File: config.mk
export PLATFORM = sky130hd
export DESIGN_NAME = bcd_result_display_flat
export DESIGN_NICKNAME = d
export VERILOG_FILES = /design/src/rtl/bcd_result_display_pkg.sv /design/src/rtl/bcd_result_display_if.sv /design/src/rtl/bcd_result_display_bcd_to_seg.sv /design/src/rtl/bcd_result_display.sv /design/src/flat_wrapper.sv
export SDC_FILE = /design/constraint.sdc
export NUM_CORES = 1
export LEC_CHECK = 0
export CAP_MARGIN = 40
export CORE_MARGIN = 3
export CORE_UTILIZATION = 55
export DETAILED_ROUTE_END_ITERATION = 8
export GPL_TIMING_DRIVEN = 0
export PLACE_DENSITY = 0.87
export RECOVER_POWER = 50
export SYNTH_ARGS = -nofsm -noshare
export SYNTH_HDL_FRONTEND = slang
export SYNTH_SLANG_ARGS = --single-unit
File: constraint.sdc
create_clock -name clk -period 4.7 [get_ports clk]
set_clock_uncertainty 0.05 [all_clocks]
set_input_delay 0.47 -clock clk [delete_from_list [all_inputs] [get_ports clk]]
set_output_delay 0.47 -clock clk [all_outputs]
set_load 0.01 [all_outputs]
File: src/rtl/bcd_result_display_pkg.sv
// Shared glyphs, digit enables, FSM states and result record for bcd_result_display.
package bcd_result_display_pkg;

    // Active-low glyphs, bit order {g,f,e,d,c,b,a}
    localparam logic [6:0] SEG_0     = 7'h40;
    localparam logic [6:0] SEG_1     = 7'h79;
    localparam logic [6:0] SEG_2     = 7'h24;
    localparam logic [6:0] SEG_3     = 7'h30;
    localparam logic [6:0] SEG_4     = 7'h19;
    localparam logic [6:0] SEG_5     = 7'h12;
    localparam logic [6:0] SEG_6     = 7'h02;
    localparam logic [6:0] SEG_7     = 7'h78;
    localparam logic [6:0] SEG_8     = 7'h00;
    localparam logic [6:0] SEG_9     = 7'h10;
    localparam logic [6:0] SEG_MINUS = 7'b0111111;
    localparam logic [6:0] SEG_E     = 7'h06;
    localparam logic [6:0] SEG_BLANK = 7'h7F;

    // Active-low one-hot digit enables; digit 3 is the sign position
    localparam logic [3:0] AN_DIG0 = 4'b1110;
    localparam logic [3:0] AN_DIG1 = 4'b1101;
    localparam logic [3:0] AN_DIG2 = 4'b1011;
    localparam logic [3:0] AN_DIG3 = 4'b0111;
    localparam logic [3:0] AN_NONE = 4'b1111;

    typedef enum logic [1:0] {
        ST_BLANK = 2'd0,
        ST_SHOW  = 2'd1,
        ST_ERR   = 2'd2
    } state_e;

    // sign: 1 = non-negative, 0 = negative
    typedef struct packed {
        logic       sign;
        logic [3:0] huns;
        logic [3:0] tens;
        logic [3:0] ones;
    } result_t;

    // True when any digit of the result is not a legal BCD digit
    function automatic logic result_bad(result_t r);
        return (r.huns > 4'd9) || (r.tens > 4'd9) || (r.ones > 4'd9);
    endfunction

endpackage

File: src/rtl/bcd_result_display_if.sv
// Valid/ready result channel from the BCD subtractor into the display stage.
interface bcd_result_display_if;
    logic       in_valid;
    logic       in_ready;
    logic [3:0] in_ones;
    logic [3:0] in_tens;
    logic [3:0] in_huns;
    logic       in_sign;

    modport master (
        output in_valid,
        output in_ones,
        output in_tens,
        output in_huns,
        output in_sign,
        input  in_ready
    );

    modport slave (
        input  in_valid,
        input  in_ones,
        input  in_tens,
        input  in_huns,
        input  in_sign,
        output in_ready
    );
endinterface

File: src/rtl/bcd_result_display_bcd_to_seg.sv
// Combinational BCD digit to active-low seven-segment glyph; non-BCD codes show "E".
module bcd_to_seg
    import bcd_result_display_pkg::*;
(
    input  logic [3:0] bcd,
    input  logic       blank,
    output logic [6:0] seg
);

    // Glyph lookup with blank override
    always_comb begin
        seg = SEG_E;
        if (blank) begin
            seg = SEG_BLANK;
        end else begin
            case (bcd)
                4'd0:    seg = SEG_0;
                4'd1:    seg = SEG_1;
                4'd2:    seg = SEG_2;
                4'd3:    seg = SEG_3;
                4'd4:    seg = SEG_4;
                4'd5:    seg = SEG_5;
                4'd6:    seg = SEG_6;
                4'd7:    seg = SEG_7;
                4'd8:    seg = SEG_8;
                4'd9:    seg = SEG_9;
                default: seg = SEG_E;
            endcase
        end
    end

endmodule

File: src/rtl/bcd_result_display.sv
// Double-buffered signed 3-digit BCD result display on a 4-digit multiplexed
// seven-segment panel. Optional macro LZ_BLANK_EN blanks leading zeros in SHOW.
module bcd_result_display
    import bcd_result_display_pkg::*;
#(
    parameter int unsigned CLK_DIV = 50000
) (
    input  logic                 clk,
    input  logic                 rst_n,
    bcd_result_display_if.slave  in_bus,
    output logic [6:0]           seg,
    output logic [3:0]           an,
    output logic                 frame_done
);

    localparam int unsigned PW = (CLK_DIV > 1) ? $clog2(CLK_DIV) : 1;
    localparam logic [PW-1:0] PRESC_MAX = PW'(CLK_DIV - 1);

    logic [PW-1:0] presc_q, presc_d;
    logic [1:0]    idx_q, idx_d;
    state_e        state_q, state_d;
    result_t       pend_q, pend_d;
    result_t       active_q, active_d;
    logic          pend_full_q, pend_full_d;
    logic [6:0]    seg_q, seg_d;
    logic [3:0]    an_q, an_d;
    logic          frame_done_q, frame_done_d;

    logic          tick;
    logic          xfer;
    logic          commit;
    logic [3:0]    mux_digit;
    logic          lz_blank;
    logic [6:0]    dig_seg;

    assign tick   = (presc_q == PRESC_MAX);
    assign xfer   = in_bus.in_valid && !pend_full_q;
    // Commit only at the 0->3 wrap so a scan frame never mixes two results
    assign commit = tick && (idx_q == 2'd0) && pend_full_q;

    assign in_bus.in_ready = !pend_full_q;
    assign seg        = seg_q;
    assign an         = an_q;
    assign frame_done = frame_done_q;

    // State register and output registers
    always_ff @(posedge clk or negedge rst_n) begin
        if (!rst_n) begin
            presc_q      <= '0;
            idx_q        <= 2'd3;
            state_q      <= ST_BLANK;
            pend_q       <= '0;
            active_q     <= '0;
            pend_full_q  <= 1'b0;
            seg_q        <= SEG_BLANK;
            an_q         <= AN_NONE;
            frame_done_q <= 1'b0;
        end else begin
            presc_q      <= presc_d;
            idx_q        <= idx_d;
            state_q      <= state_d;
            pend_q       <= pend_d;
            active_q     <= active_d;
            pend_full_q  <= pend_full_d;
            seg_q        <= seg_d;
            an_q         <= an_d;
            frame_done_q <= frame_done_d;
        end
    end

    // Prescaler, scan index, buffering and FSM next state
    always_comb begin
        presc_d     = tick ? '0 : presc_q + 1'b1;
        // 0 - 1 wraps to 3, giving the 3->2->1->0->3 order
        idx_d       = tick ? idx_q - 2'd1 : idx_q;
        pend_d      = pend_q;
        pend_full_d = pend_full_q;
        active_d    = active_q;
        state_d     = state_q;

        if (xfer) begin
            pend_d.sign = in_bus.in_sign;
            pend_d.huns = in_bus.in_huns;
            pend_d.tens = in_bus.in_tens;
            pend_d.ones = in_bus.in_ones;
            pend_full_d = 1'b1;
        end

        if (commit) begin
            active_d    = pend_q;
            pend_full_d = 1'b0;
            unique case (state_q)
                ST_BLANK: state_d = ST_SHOW;
                ST_SHOW:  state_d = result_bad(pend_q) ? ST_ERR : ST_SHOW;
                ST_ERR:   state_d = result_bad(pend_q) ? ST_ERR : ST_SHOW;
                default:  state_d = ST_BLANK;
            endcase
        end
    end

    // Select the digit for the slot about to be lit, with optional leading-zero blanking
    always_comb begin
        mux_digit = active_d.ones;
        lz_blank  = 1'b0;
        case (idx_d)
            2'd2:    mux_digit = active_d.huns;
            2'd1:    mux_digit = active_d.tens;
            default: mux_digit = active_d.ones;
        endcase
`ifdef LZ_BLANK_EN
        lz_blank = ((idx_d == 2'd2) && (active_d.huns == 4'd0)) ||
                   ((idx_d == 2'd1) && (active_d.huns == 4'd0) && (active_d.tens == 4'd0));
`else
        lz_blank = 1'b0;
`endif
    end

    bcd_to_seg u_bcd_to_seg (
        .bcd   (mux_digit),
        .blank (lz_blank),
        .seg   (dig_seg)
    );

    // Load seg/an for the new slot on each tick, using post-commit contents
    always_comb begin
        seg_d        = seg_q;
        an_d         = an_q;
        frame_done_d = tick && (idx_d == 2'd0);

        if (tick) begin
            unique case (idx_d)
                2'd3:    an_d = AN_DIG3;
                2'd2:    an_d = AN_DIG2;
                2'd1:    an_d = AN_DIG1;
                default: an_d = AN_DIG0;
            endcase

            unique case (state_d)
                ST_SHOW: begin
                    if (idx_d == 2'd3) begin
                        seg_d = active_d.sign ? SEG_BLANK : SEG_MINUS;
                    end else begin
                        seg_d = dig_seg;
                    end
                end
                ST_ERR: begin
                    seg_d = (idx_d == 2'd3) ? SEG_E : SEG_BLANK;
                end
                default: begin
                    seg_d = SEG_BLANK;
                    an_d  = AN_NONE;
                end
            endcase
        end
    end

endmodule
File: src/flat_wrapper.sv
// flat-port wrapper written by rule: the top's interface ports become plain ports
module bcd_result_display_flat import bcd_result_display_pkg::*;
#(
    parameter int unsigned CLK_DIV = 50000
)
  (clk, rst_n, seg, an, frame_done, in_bus_in_valid, in_bus_in_ones, in_bus_in_tens, in_bus_in_huns, in_bus_in_sign, in_bus_in_ready);
  bcd_result_display_if in_bus_i ();
  input  logic clk;
  input  logic rst_n;
  output logic [6:0] seg;
  output logic [3:0] an;
  output logic frame_done;
  input wire logic [$bits(in_bus_i.in_valid)-1:0] in_bus_in_valid;
  input wire logic [$bits(in_bus_i.in_ones)-1:0] in_bus_in_ones;
  input wire logic [$bits(in_bus_i.in_tens)-1:0] in_bus_in_tens;
  input wire logic [$bits(in_bus_i.in_huns)-1:0] in_bus_in_huns;
  input wire logic [$bits(in_bus_i.in_sign)-1:0] in_bus_in_sign;
  output wire logic [$bits(in_bus_i.in_ready)-1:0] in_bus_in_ready;
  assign in_bus_i.in_valid = in_bus_in_valid;
  assign in_bus_i.in_ones = in_bus_in_ones;
  assign in_bus_i.in_tens = in_bus_in_tens;
  assign in_bus_i.in_huns = in_bus_in_huns;
  assign in_bus_i.in_sign = in_bus_in_sign;
  assign in_bus_in_ready = in_bus_i.in_ready;
  bcd_result_display #(.CLK_DIV(CLK_DIV)) u_core (.clk(clk), .rst_n(rst_n), .in_bus(in_bus_i), .seg(seg), .an(an), .frame_done(frame_done));
endmodule
==> results of run 1 <==
[worst max-delay path, delay by kind of cell, from the launching register on]
kind / cells / cell delay [ps]
AO/OA/AOI/OAI: 3 / 1300
AND/OR/NAND/NOR: 4 / 1140
adder cells (fa/ha/maj): 3 / 760
buffers and inverters: 2 / 380
flip-flops: 1 / 370
[cells by family after synthesis]
kind of cell	Yosys count	synth area share, %
muxes	21	7.782
DFF	59	49.65
xor gates and xnor gates	15	4.369
AOI/OAI and AO/OA	40	9.572
and+or+nand+nor	115	18.81
buffers and inverters	23	3.162
adders and majority gates	16	6.658
[per-stage QoR]
stage | worst slack, ps | total power, W | area [µm²]
after floorplan | 1187 | 0.0005523 | 3007
after global placement | 761.4 | 0.0005802 | 3374
after detailed placement | 676.7 | 0.0005849 | 3390
after CTS | 619.0 | 0.001156 | 3638
after global routing | 242.5 | 0.001187 | 3621
final | 615.9 | 0.001147 | 3621
[power breakdown]
| part | leakage, nW | internal (W) | switching [W] |
|---|---|---|---|
| logic | 0.801 | 0.0000214 | 0.0000176 |
| registers | 0.737 | 0.000521 | 0.0000127 |
| clock network | 0.123 | 0.000367 | 0.000206 |
| total | 1.66 | 0.000910 | 0.000237 |
[cells in the mapped netlist (all sizes together)]
master / instances
dfrtp: 46
nand2: 43
nor2: 26
nand3: 18
ha: 16
mux2: 16
inv: 14
dfstp: 13
o21ai: 11
xnor2: 10
and3: 9
a21oi: 6
a31oi: 6
buf: 5
mux2i: 5
xor2: 5
and2: 4
clkbuf: 4
nand2b: 4
a211oi: 3
a221oi: 2
and4bb: 2
nand4: 2
o22ai: 2
a21boi: 1
a21o: 1
a311oi: 1
and4: 1
nor2b: 1
nor3: 1
nor4: 1
nor4b: 1
o211ai: 1
o21a: 1
o22a: 1
o31a: 1
o31ai: 1
o32ai: 1
o41ai: 1
or2: 1
or3: 1
[layer usage]
layer | global-route usage [%] | up-vias | share of wire, %
met1 | 28.17 | 1087 | 43
met3 | 4.402 | 15 | 5.2
li1 | - | 1074 | -
met5 | 0 | - | 0
met4 | 10.81 | 0 | 2.4
met2 | 36.09 | 73 | 49
[flip-flops by register name, indices dropped and copies added, names as in the netlist, named ones only]
| name | count |
|---|---|
| u_core.active_q | 11 |
| u_core.an | 4 |
| u_core.frame_done | 1 |
| u_core.idx_q | 2 |
| u_core.pend_full_q | 1 |
| u_core.pend_q | 13 |
| u_core.presc_q | 16 |
| u_core.seg | 7 |
| u_core.state_q | 2 |
[worst paths after layout]
path / to / from
setup / recovery: u_core.seg[6]$_DFFE_PN1N_ / u_core.presc_q[0]$_DFF_PN0_
hold / removal: u_core.pend_q[10]$_DFFE_PN0P_ / rst_n
setup reg to reg: u_core.seg[6]$_DFFE_PN1N_ / u_core.presc_q[0]$_DFF_PN0_
hold reg to reg: u_core.presc_q[0]$_DFF_PN0_ / u_core.presc_q[0]$_DFF_PN0_
max in group asynchronous: u_core.pend_q[12]$_DFFE_PN0P_ / rst_n
min in group clk: u_core.presc_q[0]$_DFF_PN0_ / u_core.presc_q[0]$_DFF_PN0_
[layout make-up]
cell class                      count  area (µm²)  area share (%)
Buffer                              9       42.54           1.175
Multi-Input combinational cell    207        1419           39.18
Inverter                           14       52.55           1.451
Tap cell                           70       87.58           2.419
Sequential cell                    59        1493           41.22
Clock buffer                       10       137.6           3.801
Clock inverter                      6       111.4           3.075
Timing Repair Buffer               29       277.8           7.671
==> impl_results.md, run 1 <==
- Final hold violation count: 0
- Row cnt: 26
- PostCTS Resize Cnt: 0
- Syn. warnings: 0
- Final period util: 86.90%
- Worst setup SP type: flop
- Most common cell after layout, fill and taps aside: dfrtp_1
- Synth cell types: 50
- RSZ-0062 raised after global routing: false
- Max cap viols: 1
- Syn Std Cell Area: 0.003007 mm²
- Setup violators final: 0
- Required @ worst endpoint: 4920 ps
- Clk_lat worst skew: 340 ps
- Wire per inst: 15.41 µm
- Vias per cell: 5.567
- Vias in the first global route: 2295
- Detailed Place HPWL: 4.508 mm
- WHS: 401.6 ps
- Fillers: 401
- Total GRT Usage: 22.18%
- H-Tree Level Count: 3
- ANT cells: 0
- Failing checks: max-capacitance violations, max-slew violations
- Critical path type: flop to flop
- Status: finished, violations left
- CTS max path bufs: 2
- Lkg Pwr: 1.661 nW
- Hold Crit Class: primary input to asynchronous set/reset pin
- #FFs+latches synth: 59
- Total grt overflow: 0
- CP cell instances: ha_1 > and3_1 > nand4_1 > o21ai_0 > ha_1 > clkbuf_1 > o41ai_2 > inv_1 > ha_1 > or3_1 > nand4_1 > a21oi_1
- Number of antenna violations at the first check in global routing: 0
- Slew @ Worst Pin: 1697 ps
- Crit-path max cell delay: 640 ps
- Share of layout cells above drive strength 1: 17.07%
- Seq/Total Area, Yosys: 49.65%
- Setup Fix Bufs, Post-CTS: 0
- Area contributors post-synth: dfrtp_1 38%, dfstp_2 11%, ha_1 6.7%
- Cell count after synthesis: 289
- Fin Setup TNS: 0 ps
- Max frequency: 244.9 MHz
- First-pass GRT wire length: 10.70 mm
- CP max FO: 10
- Final WL: 6.227 mm
- Area leader, netlist: dfrtp_1
- IO buf count: 28
- Final Util: 69.57%
- Root buffer cell: clkbuf_8
- Most common cell on crit path: ha_1
- Most frequent cells in the layout: 46 x dfrtp_1, 42 x nand2_1, 26 x clkdlybuf4s50_1
- Reg2Reg Depth: 12
- Syn_area_per_cell: 10.40 µm²
- Area grow syn2layout: 20.43%
- Antenna viol nets, final: 0
- Core area: 0.005205 mm²
- Clock sink total: 59
- FF-to-FF setup slack: 620 ps
- Crit path DAT: 4300 ps
- # placed instances: 388
- Die width: 79.94 µm
- CP Capture Type: flop
- Die area: 0.006390 mm²
- Power per cell area: 316.7 mW/mm²
- CP max-delay cell: o41ai_2
- Layout net count: 361
- Num CTS Buffers: 9
- Final Max Tran Viols: 34
- Effective utilization at floorplan: 57.76%
- DR pass1 iterations: 4
- CTS tree: built
- Min Tclk post-route: 4084 ps
- Clock Pin Slew Worst Setup and Hold Paths: 70 ps
- Gpl congestion: 0.8263
- Vias: 2249
- Worst VDD drop: 0.0002083 V
- Pin count of the biggest net entering global routing: 34
- # IOs: 29
- Hold-fix buffers at CTS: 0
- Die span in y: 79.94 µm
- Initial drt markers: 161
- Rel. slew slack: -13.17%
- Syn_nets: 321
- Layout Cells excl Fill: 404
- Top cell type's share of synthesized area: 38.29%
- DRC viols: 0
Power figures use the tool's default switching activity.
==> run 2, diff against run 1 <==
--- a/config.mk
+++ b/config.mk
@@ -12,6 +12,7 @@
 export GPL_TIMING_DRIVEN = 0
 export PLACE_DENSITY = 0.87
 export RECOVER_POWER = 50
+export REMOVE_ABC_BUFFERS = 1
 export SYNTH_ARGS = -nofsm -noshare
 export SYNTH_HDL_FRONTEND = slang
 export SYNTH_SLANG_ARGS = --single-unit
==> impl_results.md, run 2 (same netlist as run 1, synthesis figures left out) <==
- Fin Setup TNS: 0 ps (unchanged)
- DR pass1 iterations: 4 (unchanged)
- Setup WS post-layout: 516.1 ps (was 615.9 ps)
- Max frequency: 239.0 MHz (was 244.9 MHz)
- Detailed Place HPWL: 4.419 mm (was 4.508 mm)
- Row cnt: 26 (unchanged)
- Most common cell on crit path: ha_1 (unchanged)
- Final hold violation count: 0 (unchanged)
- Die area: 0.006390 mm² (unchanged)
- Antenna viol nets, final: 0 (unchanged)
- CTS tree: built (unchanged)
- Final Util: 67.72% (was 69.57%)
- CP max FO: 22 (was 10)
- Placed cell area: 0.003382 mm² (was 0.003390 mm²)
- Initial drt markers: 112 (was 161)
- Clock Pin Slew Worst Setup and Hold Paths: 60 ps (was 70 ps)
- CP cell instances: ha_1 > and3_1 > and4_1 > buf_16 > xnor2_1 > inv_1 > ha_1 > and3_1 > o41ai_2 > inv_1 > ha_1 > or3_1 > nand4_1 > a21oi_1 (was ha_1 > and3_1 > nand4_1 > o21ai_0 > ha_1 > clkbuf_1 > o41ai_2 > inv_1 > ha_1 > or3_1 > nand4_1 > a21oi_1)
- Final Max Tran Viols: 62 (was 34)
- CTS max path bufs: 2 (unchanged)
- Clk_lat worst skew: 340 ps (about the same)
- Most frequent cells in the layout: 46 x dfrtp_1, 42 x nand2_1, 26 x clkdlybuf4s50_1 (unchanged)
- Max reg flops: 16 (unchanged)
- Min Tclk post-route: 4184 ps (was 4084 ps)
- Worst setup SP type: flop (unchanged)
- Root buffer cell: clkbuf_8 (unchanged)
- Slew @ Worst Pin: 1558 ps (was 1697 ps)
- Vias in the first global route: 2330 (was 2295)
- Max cap viols: 2 (was 1)
- Total GRT Usage: 21.56% (was 22.18%)
- Final Cell Area: 0.003525 mm² (was 0.003621 mm²)
- Vias per cell: 5.695 (was 5.567)
- Required @ worst endpoint: 4900 ps (was 4920 ps)
- Clock sink total: 59 (unchanged)
- First-pass GRT wire length: 10.37 mm (was 10.70 mm)
- RSZ-0062 raised after global routing: false (unchanged)
- Total grt overflow: 0 (unchanged)
- PostCTS Resize Cnt: 0 (unchanged)
- Hold Crit Class: flop to flop (was primary input to asynchronous set/reset pin)
- Layout Cells excl Fill: 397 (was 404)
- Power per cell area: 273.6 mW/mm² (was 316.7 mW/mm²)
- Pin count of the biggest net entering global routing: 31 (was 34)
- Crit path DAT: 4390 ps (was 4300 ps)
- Most common cell after layout, fill and taps aside: dfrtp_1 (unchanged)
- Status: finished, violations left (unchanged)
- Lkg Pwr: 1.610 nW (was 1.661 nW)
- Gpl congestion: 0.8288 (was 0.8263)
- H-Tree Level Count: 3 (unchanged)
- Worst VDD drop: 0.0001984 V (was 0.0002083 V)
- Effective utilization at floorplan: 57.76% (unchanged)
- Area grow syn2layout: 17.23% (was 20.43%)
- Final WL: 6.219 mm (was 6.227 mm)
- Vias: 2261 (was 2249)
- ANT cells: 0 (unchanged)
- Die span in y: 79.94 µm (unchanged)
- # placed instances: 381 (was 388)
- Biggest regs: u_core.presc_q x16, u_core.pend_q x13, u_core.active_q x11 (unchanged)
- # IOs: 29 (unchanged)
- Setup violators final: 0 (unchanged)
- Hold-fix buffers at CTS: 0 (unchanged)
- CP max-delay cell: o41ai_2 (unchanged)
- Critical path type: flop to flop (unchanged)
- Setup Fix Bufs, Post-CTS: 0 (unchanged)
- CP Capture Type: flop (unchanged)
- IO buf count: 28 (unchanged)
- Layout net count: 354 (was 361)
- Failing checks: max-capacitance violations, max-slew violations (unchanged)
- Number of antenna violations at the first check in global routing: 0 (unchanged)
- Wire per inst: 15.66 µm (was 15.41 µm)
- Num CTS Buffers: 9 (unchanged)
- Core area: 0.005205 mm² (unchanged)
- Final period util: 89.02% (was 86.90%)
- Share of layout cells above drive strength 1: 15.29% (was 17.07%)
- DRC viols: 0 (unchanged)
- Rel. slew slack: -3.848% (was -13.17%)
- Die width: 79.94 µm (unchanged)
- Largest Register: u_core.presc_q (unchanged)
- Crit-path max cell delay: 580 ps (was 640 ps)
- Worst slack at placement: 533.9 ps (was 676.7 ps)
==> run 2: path summary, 6_finish.rpt <==
kind | from | endpoint | slack (ps) | cells past startpoint
min reg2reg | u_core.presc_q[0]$_DFF_PN0_ | u_core.presc_q[0]$_DFF_PN0_ | 420 | 1
max | u_core.presc_q[0]$_DFF_PN0_ | u_core.seg[6]$_DFFE_PN1N_ | 520 | 14
min | u_core.presc_q[0]$_DFF_PN0_ | u_core.presc_q[0]$_DFF_PN0_ | 420 | 1
max in group asynchronous | rst_n | u_core.active_q[12]$_DFF_PN0_ | 2040 | 2
max reg2reg | u_core.presc_q[0]$_DFF_PN0_ | u_core.seg[6]$_DFFE_PN1N_ | 520 | 14
min in group asynchronous | rst_n | u_core.presc_q[2]$_DFF_PN0_ | 450 | 1
==> run 2: routing by layer <==
metal  GRT usage (%)  vias up  part of all wire, %
met1           23.74     1119                   41
met4           11.66        0                  3.0
met5               0        -                    0
li1                -     1063                    -
met2           37.58       59                   52
met3           5.643       20                  4.2
==> run 2: where the power goes <==
group | internal, W | switching (W)
Clock | 0.000207 | 0.000185
Combinational | 0.0000214 | 0.0000172
Sequential | 0.000522 | 0.0000120
==> run 2: metrics by stage <==
stage	power [W]	hold slack [ps]
finish	0.0009642	416.9
global route	0.001003	430.8
CTS	0.0009773	126.7
detailed placement	0.0005837	398.0
global placement	0.0005791	387.5
floorplan	0.0005523	124.4
==> run 2: critical path, delay by kind of cell, from the launching register on <==
kind            cells  cell delay, ps
xor+xnor            1             220
fa+ha+maj           3             770
flops               1             370
buf+inv             3             530
simple gates        5            1500
compound gates      2             660
==> run 2: layout make-up <==
cell class | instances | area, µm²
Fill cell | 420 | 1680
Sequential cell | 59 | 1493
Multi-Input combinational cell | 207 | 1419
Timing Repair Buffer | 31 | 312.8
Clock buffer | 16 | 160.2
Tap cell | 70 | 87.58
Inverter | 14 | 52.55
==> variant, RTL diff (settings of run 2) <==
Reset style: synchronous (`rst_n`), changed in one clocked block.
--- a/src/rtl/bcd_result_display.sv
+++ b/src/rtl/bcd_result_display.sv
@@ -44,7 +44,7 @@
     assign frame_done = frame_done_q;
 
     // State register and output registers
-    always_ff @(posedge clk or negedge rst_n) begin
+    always_ff @(posedge clk) begin
         if (!rst_n) begin
             presc_q      <= '0;
             idx_q        <= 2'd3;
Formal check against the unedited RTL: differs if rst_n is asserted again (counterexample within 4 cycles, from zero or initial values and one cycle with rst_n low); with rst_n held inactive, the same outputs for 10 cycles.
==> variant against run 2 <==
Sequential cell count unchanged; final area increased by 0.14%; highest routed layer unchanged; routed wire length down 0.68%; critical path depth is 2 lower; largest power group is now the clock network; worst setup slack better by 150 ps; global-route usage rose by 0.089 points; area after synthesis is 1.1% lower; synthesized cell count up 24%; power grew 17%; critical endpoint is now u_core.seg[3]$_SDFFE_PN1N_; largest cell class is now multi-input combinational cells.
==> variant: results (changes against run 2) <==
Drt initial violations = 114 (was 112)
Vias in the first global route = 2445 (was 2330)
Post-route cell area = 3530 um2 (was 3520 um2)
Post-synthesis compound-gate area fraction = 16.8% (was 9.57%)
Pre-CTS WS = 877 ps (was 534 ps)
Top flop regs = u_core.presc_q (16), u_core.pend_q (13), u_core.active_q (12) (was u_core.presc_q (16), u_core.pend_q (13), u_core.active_q (11))
Final Max Slew Viols = 0 (was 62)
Post-Synthesis Cells = 359 (was 289)
Clock buffers = 11 (was 16)
Hold endpoint = u_core.presc_q[0]$_SDFF_PP0_ (was u_core.presc_q[0]$_DFF_PN0_)
Total track usage = 21.6% (about the same)
P_leak = 0.00135 uW (was 0.00161 uW)
Flop pwr share = 45.8% (was 55.3%)
Multi-input comb cells = 271 (was 207)
Largest net degree at the start of global routing = 27 (was 31)
Top FF cell, synth = dfxtp_1 (was dfrtp_1)
Layout clock area frac = 6.84% (was 4.54%)
Buffers outside the clock class = 30 (was 31)
Sequential share of cell area = 33.5% (was 42.3%)
Hold WS = 402 ps (was 417 ps)
Reg2Reg Depth = 12 (was 14)
First-pass GRT wire length = 10700 um (was 10400 um)
Pint = 897 uW (was 750 uW)
Status = complete, no violations (was finished, violations left)
Cell Area, Placed = 3290 um2 (was 3380 um2)
Routed vias = 2508 (was 2261)
Final #Nets = 410 (was 354)
Inverters excl. clock = 11 (was 14)
Maximum VDD drop = 0.242 mV (was 0.198 mV)
Fillers = 416 (was 420)
Placed insts = 441 (was 381)
Crit path launch = u_core.idx_q[0]$_SDFF_PN1_ (was u_core.presc_q[0]$_DFF_PN0_)
Area contributors post-synth = dfxtp_1 40%, nand2_1 8.5%, a21boi_0 5.8%, ha_1 5.1%, nor2_1 4.3% (was dfrtp_1 38%, dfstp_2 11%, ha_1 6.7%, mux2_2 5.6%, nand2_1 5.2%)
Mapped Area = 2970 um2 (was 3010 um2)
Async S/R FF share, synth = 0% (was 100%)
Post-synth cell types = 53 (was 50)
Seq/Total Area, Yosys = 39.7% (was 49.6%)
Vias per inst = 5.49 (was 5.70)
Switching Power = 233 uW (was 214 uW)
Xor/xnor cell area share of the yosys netlist = 4.71% (was 4.37%)
-- variant: layer usage --
layer  share of wire [%]  vias to the layer above  global-route usage (%)
met5                   0                        -                       0
met4                 2.8                        0                    9.97
met3                 5.1                       18                    6.88
met2                  48                       65                    36.9
met1                  44                     1153                    24.5
li1                    -                     1272                       -
-- variant: worst max-delay path by stage --
stage | endpoint | slack [ps]
floorplan | u_core.seg[0]$_SDFFE_PN1N_ | 1120
global placement | u_core.seg[0]$_SDFFE_PN1N_ | 580
detailed placement | u_core.seg[3]$_SDFFE_PN1N_ | 880
CTS | u_core.seg[3]$_SDFFE_PN1N_ | 830
global route | u_core.seg[3]$_SDFFE_PN1N_ | 280
finish | u_core.seg[3]$_SDFFE_PN1N_ | 670
-- variant: critical path, cell delays in order, from the launching register on --
cell	delay, ps
dfxtp_1	720
inv_2	240
ha_1	300
and2_1	250
and2_0	400
a31oi_1	450
inv_1	80
ha_1	350
nor3b_1	290
and3_1	300
a21bo_2	260
o22ai_1	140
nor2_1	70
